--- src/rtl/mem_ctrl.sv ---
// mem_ctrl: the only owner of the byte-wide RAM/IO port. It arbitrates
// between the load-store buffer and instruction fetch, and turns each request
// into 1, 2 or 4 single-byte accesses, least significant byte first.
module mem_ctrl #(
    parameter int                ADDR_W  = 32,
    parameter logic [ADDR_W-1:0] IO_BASE = ADDR_W'(32'h30000)
) (
    input  logic              clk,
    input  logic              rst,
    input  logic              rdy,
    input  logic              rollback,
    input  logic              lsb_en,
    input  logic              lsb_rw,
    input  logic [ADDR_W-1:0] lsb_addr,
    input  logic [2:0]        lsb_len,
    input  logic [31:0]       lsb_w_data,
    output logic              lsb_done,
    output logic [31:0]       lsb_r_data,
    input  logic              if_en,
    input  logic [ADDR_W-1:0] if_addr,
    output logic              if_done,
    output logic [31:0]       if_data,
    input  logic [7:0]        mem_din,
    output logic [7:0]        mem_dout,
    output logic [ADDR_W-1:0] mem_a,
    output logic              mem_wr,
    input  logic              io_buffer_full
);

    typedef enum logic [1:0] {IDLE, READ, WRITE, FLUSH} state_t;

    state_t            state_q, state_d;
    logic [2:0]        cnt_q, cnt_d;
    logic [1:0]        last_q, last_d;
    logic              owner_if_q, owner_if_d;
    logic              io_q, io_d;
    logic [ADDR_W-1:0] addr_q, addr_d;
    logic [31:0]       wdata_q, wdata_d;
    logic [31:0]       rdata_q, rdata_d;
    logic [ADDR_W-1:0] mem_a_q, mem_a_d;
    logic [7:0]        mem_dout_q, mem_dout_d;
    logic              mem_wr_q, mem_wr_d;
    logic              lsb_done_q, lsb_done_d;
    logic              if_done_q, if_done_d;
    logic [31:0]       lsb_r_data_q, lsb_r_data_d;
    logic [31:0]       if_data_q, if_data_d;
    logic              stalled_q;
    logic [7:0]        din_sav_q;

    logic        accept_lsb, accept_if;
    logic        rd_final, rd_abort, wr_go, wr_final;
    logic [7:0]  rd_byte;
    logic [31:0] rd_word;

    // Any length other than 1 or 2 bytes is a full word; store it as the last byte index.
    function automatic logic [1:0] len_to_last(input logic [2:0] len);
        case (len)
            3'd1:    return 2'd0;
            3'd2:    return 2'd1;
            default: return 2'd3;
        endcase
    endfunction

    function automatic logic [7:0] byte_of(input logic [31:0] w, input logic [1:0] idx);
        case (idx)
            2'd0:    return w[7:0];
            2'd1:    return w[15:8];
            2'd2:    return w[23:16];
            default: return w[31:24];
        endcase
    endfunction

    // A requester whose done pulse is showing has a stale enable and is skipped.
    assign accept_lsb = lsb_en && !lsb_done_q;
    assign accept_if  = if_en && !if_done_q && !rollback;
    assign rd_final   = (cnt_q == ({1'b0, last_q} + 3'd1));
    assign rd_abort   = owner_if_q && rollback;
    assign wr_go      = mem_wr_q && !(io_q && io_buffer_full);
    assign wr_final   = (cnt_q[1:0] == last_q);

    // The byte that arrived on the first frozen cycle is replayed on resume,
    // because by then mem_din already reflects the next address.
    assign rd_byte = stalled_q ? din_sav_q : mem_din;

    // Merge the byte for the address issued last cycle into the read word.
    always_comb begin
        rd_word = rdata_q;
        case (cnt_q)
            3'd1:    rd_word[7:0]   = rd_byte;
            3'd2:    rd_word[15:8]  = rd_byte;
            3'd3:    rd_word[23:16] = rd_byte;
            3'd4:    rd_word[31:24] = rd_byte;
            default: rd_word = rdata_q;
        endcase
    end

    // State register; rst beats rdy, and rdy low freezes everything.
    always_ff @(posedge clk) begin
        if (rst) begin
            state_q      <= IDLE;
            cnt_q        <= '0;
            last_q       <= '0;
            owner_if_q   <= 1'b0;
            io_q         <= 1'b0;
            addr_q       <= '0;
            wdata_q      <= '0;
            rdata_q      <= '0;
            mem_a_q      <= '0;
            mem_dout_q   <= '0;
            mem_wr_q     <= 1'b0;
            lsb_done_q   <= 1'b0;
            if_done_q    <= 1'b0;
            lsb_r_data_q <= '0;
            if_data_q    <= '0;
        end else if (rdy) begin
            state_q      <= state_d;
            cnt_q        <= cnt_d;
            last_q       <= last_d;
            owner_if_q   <= owner_if_d;
            io_q         <= io_d;
            addr_q       <= addr_d;
            wdata_q      <= wdata_d;
            rdata_q      <= rdata_d;
            mem_a_q      <= mem_a_d;
            mem_dout_q   <= mem_dout_d;
            mem_wr_q     <= mem_wr_d;
            lsb_done_q   <= lsb_done_d;
            if_done_q    <= if_done_d;
            lsb_r_data_q <= lsb_r_data_d;
            if_data_q    <= if_data_d;
        end
    end

    // Bus-side bookkeeping that keeps the read byte caught during a freeze.
    always_ff @(posedge clk) begin
        if (rst) begin
            stalled_q <= 1'b0;
            din_sav_q <= '0;
        end else begin
            stalled_q <= !rdy;
            if (!rdy && !stalled_q) begin
                din_sav_q <= mem_din;
            end
        end
    end

    // Next-state logic: LSB wins arbitration, only a fetch read is aborted by rollback.
    always_comb begin
        state_d = state_q;
        unique case (state_q)
            IDLE: begin
                if (accept_lsb)     state_d = lsb_rw ? WRITE : READ;
                else if (accept_if) state_d = READ;
            end
            READ: begin
                if (rd_abort)      state_d = FLUSH;
                else if (rd_final) state_d = IDLE;
            end
            WRITE: begin
                if (wr_go && wr_final) state_d = IDLE;
            end
            FLUSH:   state_d = IDLE;
            default: state_d = IDLE;
        endcase
    end

    // Datapath and output logic: latch the request, walk the bytes, pulse done.
    always_comb begin
        cnt_d        = cnt_q;
        last_d       = last_q;
        owner_if_d   = owner_if_q;
        io_d         = io_q;
        addr_d       = addr_q;
        wdata_d      = wdata_q;
        rdata_d      = rdata_q;
        mem_a_d      = mem_a_q;
        mem_dout_d   = mem_dout_q;
        mem_wr_d     = mem_wr_q;
        lsb_done_d   = 1'b0;
        if_done_d    = 1'b0;
        lsb_r_data_d = lsb_r_data_q;
        if_data_d    = if_data_q;
        unique case (state_q)
            IDLE: begin
                if (accept_lsb) begin
                    owner_if_d = 1'b0;
                    addr_d     = lsb_addr;
                    last_d     = len_to_last(lsb_len);
                    wdata_d    = lsb_w_data;
                    io_d       = (lsb_addr >= IO_BASE);
                    cnt_d      = '0;
                    rdata_d    = '0;
                    mem_a_d    = lsb_addr;
                    mem_dout_d = lsb_w_data[7:0];
                    mem_wr_d   = lsb_rw;
                end else if (accept_if) begin
                    owner_if_d = 1'b1;
                    addr_d     = if_addr;
                    last_d     = 2'd3;
                    io_d       = 1'b0;
                    cnt_d      = '0;
                    rdata_d    = '0;
                    mem_a_d    = if_addr;
                    mem_wr_d   = 1'b0;
                end
            end
            READ: begin
                mem_wr_d = 1'b0;
                if (rd_abort) begin
                    cnt_d = '0;
                end else begin
                    rdata_d = rd_word;
                    if (rd_final) begin
                        if (owner_if_q) begin
                            if_done_d = 1'b1;
                            if_data_d = rd_word;
                        end else begin
                            lsb_done_d   = 1'b1;
                            lsb_r_data_d = rd_word;
                        end
                    end else begin
                        cnt_d = cnt_q + 3'd1;
                        if ({1'b0, last_q} > cnt_q) begin
                            mem_a_d = addr_q + ADDR_W'(cnt_q + 3'd1);
                        end
                    end
                end
            end
            WRITE: begin
                if (wr_go) begin
                    if (wr_final) begin
                        mem_wr_d   = 1'b0;
                        lsb_done_d = 1'b1;
                    end else begin
                        cnt_d      = cnt_q + 3'd1;
                        mem_a_d    = addr_q + ADDR_W'(cnt_q + 3'd1);
                        mem_dout_d = byte_of(wdata_q, cnt_q[1:0] + 2'd1);
                        mem_wr_d   = 1'b1;
                    end
                end
            end
            FLUSH: begin
                mem_wr_d = 1'b0;
            end
            default: begin
                mem_wr_d = 1'b0;
            end
        endcase
    end

    // The write strobe is masked by rdy and, for IO, by the sink being full,
    // so a withheld byte stays pending in the registers.
    assign mem_wr     = mem_wr_q && rdy && !(io_q && io_buffer_full);
    assign mem_a      = mem_a_q;
    assign mem_dout   = mem_dout_q;
    assign lsb_done   = lsb_done_q;
    assign lsb_r_data = lsb_r_data_q;
    assign if_done    = if_done_q;
    assign if_data    = if_data_q;

endmodule

--- config.mk ---
export PLATFORM = sky130hd
export DESIGN_NAME = mem_ctrl
export DESIGN_NICKNAME = d
export VERILOG_FILES = /design/src/rtl/mem_ctrl.sv
export SDC_FILE = /design/constraint.sdc
export NUM_CORES = 1
export LEC_CHECK = 0
export CORE_ASPECT_RATIO = 0.7
export CORE_MARGIN = 1
export CORE_UTILIZATION = 43
export CTS_BUF_LIST = sky130_fd_sc_hd__clkbuf_4 sky130_fd_sc_hd__clkbuf_8
export DETAILED_ROUTE_END_ITERATION = 7
export PLACE_DENSITY = 0.75
export SYNTH_ARGS = -nofsm -noshare
export SYNTH_HDL_FRONTEND = slang
export SYNTH_SLANG_ARGS = --single-unit
--- constraint.sdc ---
create_clock -name clk -period 2.3 [get_ports clk]
set_input_delay 0.345 -clock clk [delete_from_list [all_inputs] [get_ports clk]]
set_output_delay 0.345 -clock clk [all_outputs]
set_load 0.01 [all_outputs]
==> results.md <==
* Status: complete, no violations
* Fmax at 0.443 GHz
* Main combinational cell family by area after synthesis: simple AND/OR/NAND/NOR gates
* Final Setup Violations at 0
* Setup crit end kind: register
* H-tree depth at 2
* Number of vias per cell at 5.44
* First-pass GRT wire length at 49100 um
* Area of the die at 0.0243 mm2
* Post-Synth XOR/XNOR Area at 2.50%
* Worst Path Arrival at 2650 ps
* Diodes inserted at 0
* Mean Syn Cell Area at 7.94 um2
* Compound-Gate Fraction of Synth Area at 18.8%
* Sequential-to-total area share from yosys stat at 43.5%
* Leakage power at 5.17 nW
* #FFs+latches synth at 221
* Nature of the critical path startpoint: register
* Worst slew margin at 53.8%
* # IOs at 222
* Worst Tran Pin Value at 689 ps
* Die height at 131 um
* Row count at 46
* Mapped Nets at 1412
* Hold Fails Final Rpt at 0
* Total clock sinks at 221
* Hold_ws at 299 ps
* Power per cell area at 710 mW/mm2
* Total wire length at 31600 um
* CP Max Fanout at 4
* Layout Nets at 1659
* Tmin final at 2260 ps
* Synthesized instance count at 1279
* Mux share of post-synthesis cell area at 7.39%
* CP Data Required Time at 2690 ps
* Vias in the first global route at 9373
* Internal power at 7.08 mW
* Iteration-0 DRC Markers at 891
* Clock skew at 11.3 ps
* Num CTS Buffers at 37
* Die Wd at 186 um
* Clock power frac at 35.6%
* Period utilization at 98.2%
* P&R area growth vs syn at 37.9%
* Clk root buf: clkbuf_8
* Detail Route Antenna Nets at 0
* P_sw at 2.86 mW
* DRT Pass-1 Iters at 5
* Clk slew on worst S/H paths at 60 ps
* Bufs on Longest Clock Path at 3
* Vias at 10107
* Fraction of registers with async set or reset after synthesis at 0%
* Post-Synth Simple-Gate Area at 21.2%
* Synth Flop Type: dfxtp_1
* Detailed Place HPWL at 22700 um
* Setup CP Type: reg -> reg
* Number of library cell types mapped by synthesis at 58
* Filler cells at 2030
* Synthesis warning total at 0
* Initial antenna violation count at 1
* Total gr overflow at 0
* Worst-Skew Late Latency at 510 ps
* Logic pwr share at 21.5%
* Final GP Congestion at 0.896
* Layout cells sized above 1 at 11.6%
* Core Region at 0.0229 mm2
* CTS tree: yes
* I/O Buffers at 221
* Wire per inst at 17.0 um
* HP Class: in -> reg
* Sw frac at 28.8%
* Hold_buf cts at 0
* Synth Area in Adders at 2.29%
* Post-synth EDFFs at 0
* Overall power at 9.94 mW
* RSZ-0062 raised after global routing: yes
* Flop pwr share at 42.9%
* Slew Limit Fails at 0
* Syn Std Cell Area at 0.0102 mm2
* Gr usage total at 25.6%
* Maximum VDD drop at 0.299 mV
* Initial core utilization at 44.4%
* DRC viols at 0
* Max-capacitance violation count at 0
* Largest net degree at the start of global routing at 71
[registers in the layout, summed over array words and instances, names as in the netlist, 2 cells and up]
name,cells
addr_q,32
if_data,32
lsb_r_data,32
mem_a,32
rdata_q,32
wdata_q,32
din_sav_q,8
mem_dout,8
cnt_q,3
last_q,2
state_q,2
[cells in the final DEF (no fill, tap or decap), types with 3 or more instances in the layout]
master / netlist / layout
nand2_1: 322 / 321
clkdlybuf4s50_1: 0 / 219
dfxtp_1: 221 / 218
a21oi_1: 149 / 148
nor2_1: 116 / 114
mux2i_1: 66 / 66
buf_4: 0 / 62
o21ai_0: 47 / 47
clkbuf_8: 0 / 43
a211oi_1: 37 / 36
a22oi_1: 31 / 31
nand3_1: 22 / 22
xor2_1: 17 / 16
ha_1: 17 / 15
o211ai_1: 14 / 14
inv_1: 16 / 13
clkbuf_4: 0 / 13
buf_12: 0 / 13
xnor2_1: 12 / 12
nand4_1: 10 / 10
mux2_2: 8 / 8
a222oi_1: 8 / 8
nor3_1: 10 / 7
inv_2: 2 / 5
and3_1: 5 / 5
and4_1: 6 / 5
a211o_1: 5 / 5
nand2b_1: 5 / 4
and2_1: 4 / 3
nor4_4: 0 / 3
o21ai_1: 3 / 3
nor3_2: 0 / 3
nor4_1: 5 / 3
dfxtp_2: 0 / 3
[final timing paths]
check,from,end,slack (ps),depth (start not counted)
max,cnt_q[0],mem_a[28],40,12
min,rst,rdata_q[15],300,2
max reg2reg,cnt_q[0],mem_a[28],40,12
min reg2reg,mem_a[22],mem_a[22],450,2
[critical path, cell delays in order, from the launching register on]
cell and delay, ps:
dfxtp_2 330, inv_2 70, ha_4 130, inv_2 40
fa_2 380, a21o_1 220, nand4_1 220, buf_4 170
nor4_4 30, buf_4 160, xor2_2 140, o211ai_1 170
a21oi_1 80
[cell families (layout without fill, tap and decap cells)]
family	Yosys count	in the layout
and+or+nand+nor	518	518
muxes	74	74
adders and majority gates	18	18
xor gates and xnor gates	29	29
DFF	221	221
buffers and inverters	108	375
AOI/OAI and AO/OA	311	311
[cell type report]
| class | instances | area [um2] | share of cell area [%] |
|---|---|---|---|
| multi-input cells | 950 | 5420 | 38.7 |
| repair buffers | 298 | 2980 | 21.3 |
| well taps | 312 | 390 | 2.79 |
| inverters | 18 | 67.6 | 0.482 |
| clock inverters | 3 | 40.0 | 0.286 |
| clock buffers | 56 | 689 | 4.92 |
| flip-flops and latches | 221 | 4430 | 31.6 |
[routing by layer]
layer / wire, um / track usage [%] / up-vias
met5: 13 / 0 / -
met2: 13500 / 37.4 / 399
li1: - / - / 4896
met3: 2890 / 6.87 / 50
met4: 595 / 8.10 / 2
met1: 14700 / 36.6 / 4760
[power by group through the flow]
stage	sequential [mW]	clock, mW	combinational, mW
after floorplan	4.34	0	1.11
after global placement	4.33	0	2.00
after detailed placement	4.34	0	2.04
after CTS	4.26	3.59	2.05
after global routing	4.29	3.77	2.32
final	4.27	3.54	2.14
[timing repair]
item | in CTS | in global routing
resized for setup | 2 | 27
setup endpoints to repair | 1 | 70
hold endpoints to repair | 0 | 0
pin swaps | 0 | 17
setup buffers | 0 | 3
cloned | 0 | 1
[Yosys cell counts (6+ instances only)]
cell type,instances,area [um2]
nand4_1,10,62.6
inv_1,16,60.1
o21ai_0,47,235
xor2_1,17,149
a222oi_1,8,80.1
buf_2,10,50.1
nand3_1,22,110
a211oi_1,37,278
nor3_1,10,50.1
a22oi_1,31,233
nand2_1,322,1210
xnor2_1,12,105
nor2_1,116,435
mux2i_1,66,661
clkbuf_1,74,278
and4_1,6,52.6
mux2_2,8,90.1
a21oi_1,149,746
o211ai_1,14,105
dfxtp_1,221,4420
ha_1,17,213
[per-stage QoR]
| stage | setup WS [ps] | cells | area [um2] | setup TNS, ps | utilization (%) |
|---|---|---|---|---|---|
| 2_1_floorplan | 74.2 | 1279 | 10200 | 0 | - |
| 3_3_place_gp | -196 | 1796 | 13100 | -7620 | 57.3 |
| 3_5_place_dp | -287 | 1796 | 13100 | -11160 | 57.3 |
| 4_1_cts | 21.9 | 1855 | 13900 | 0 | 60.5 |
| 5_1_grt | -24.6 | 1858 | 14000 | -45.6 | 61.2 |
| 6_report | 40.8 | 1858 | 14000 | 0 | 61.2 |
(Power assumes the default switching activity.)
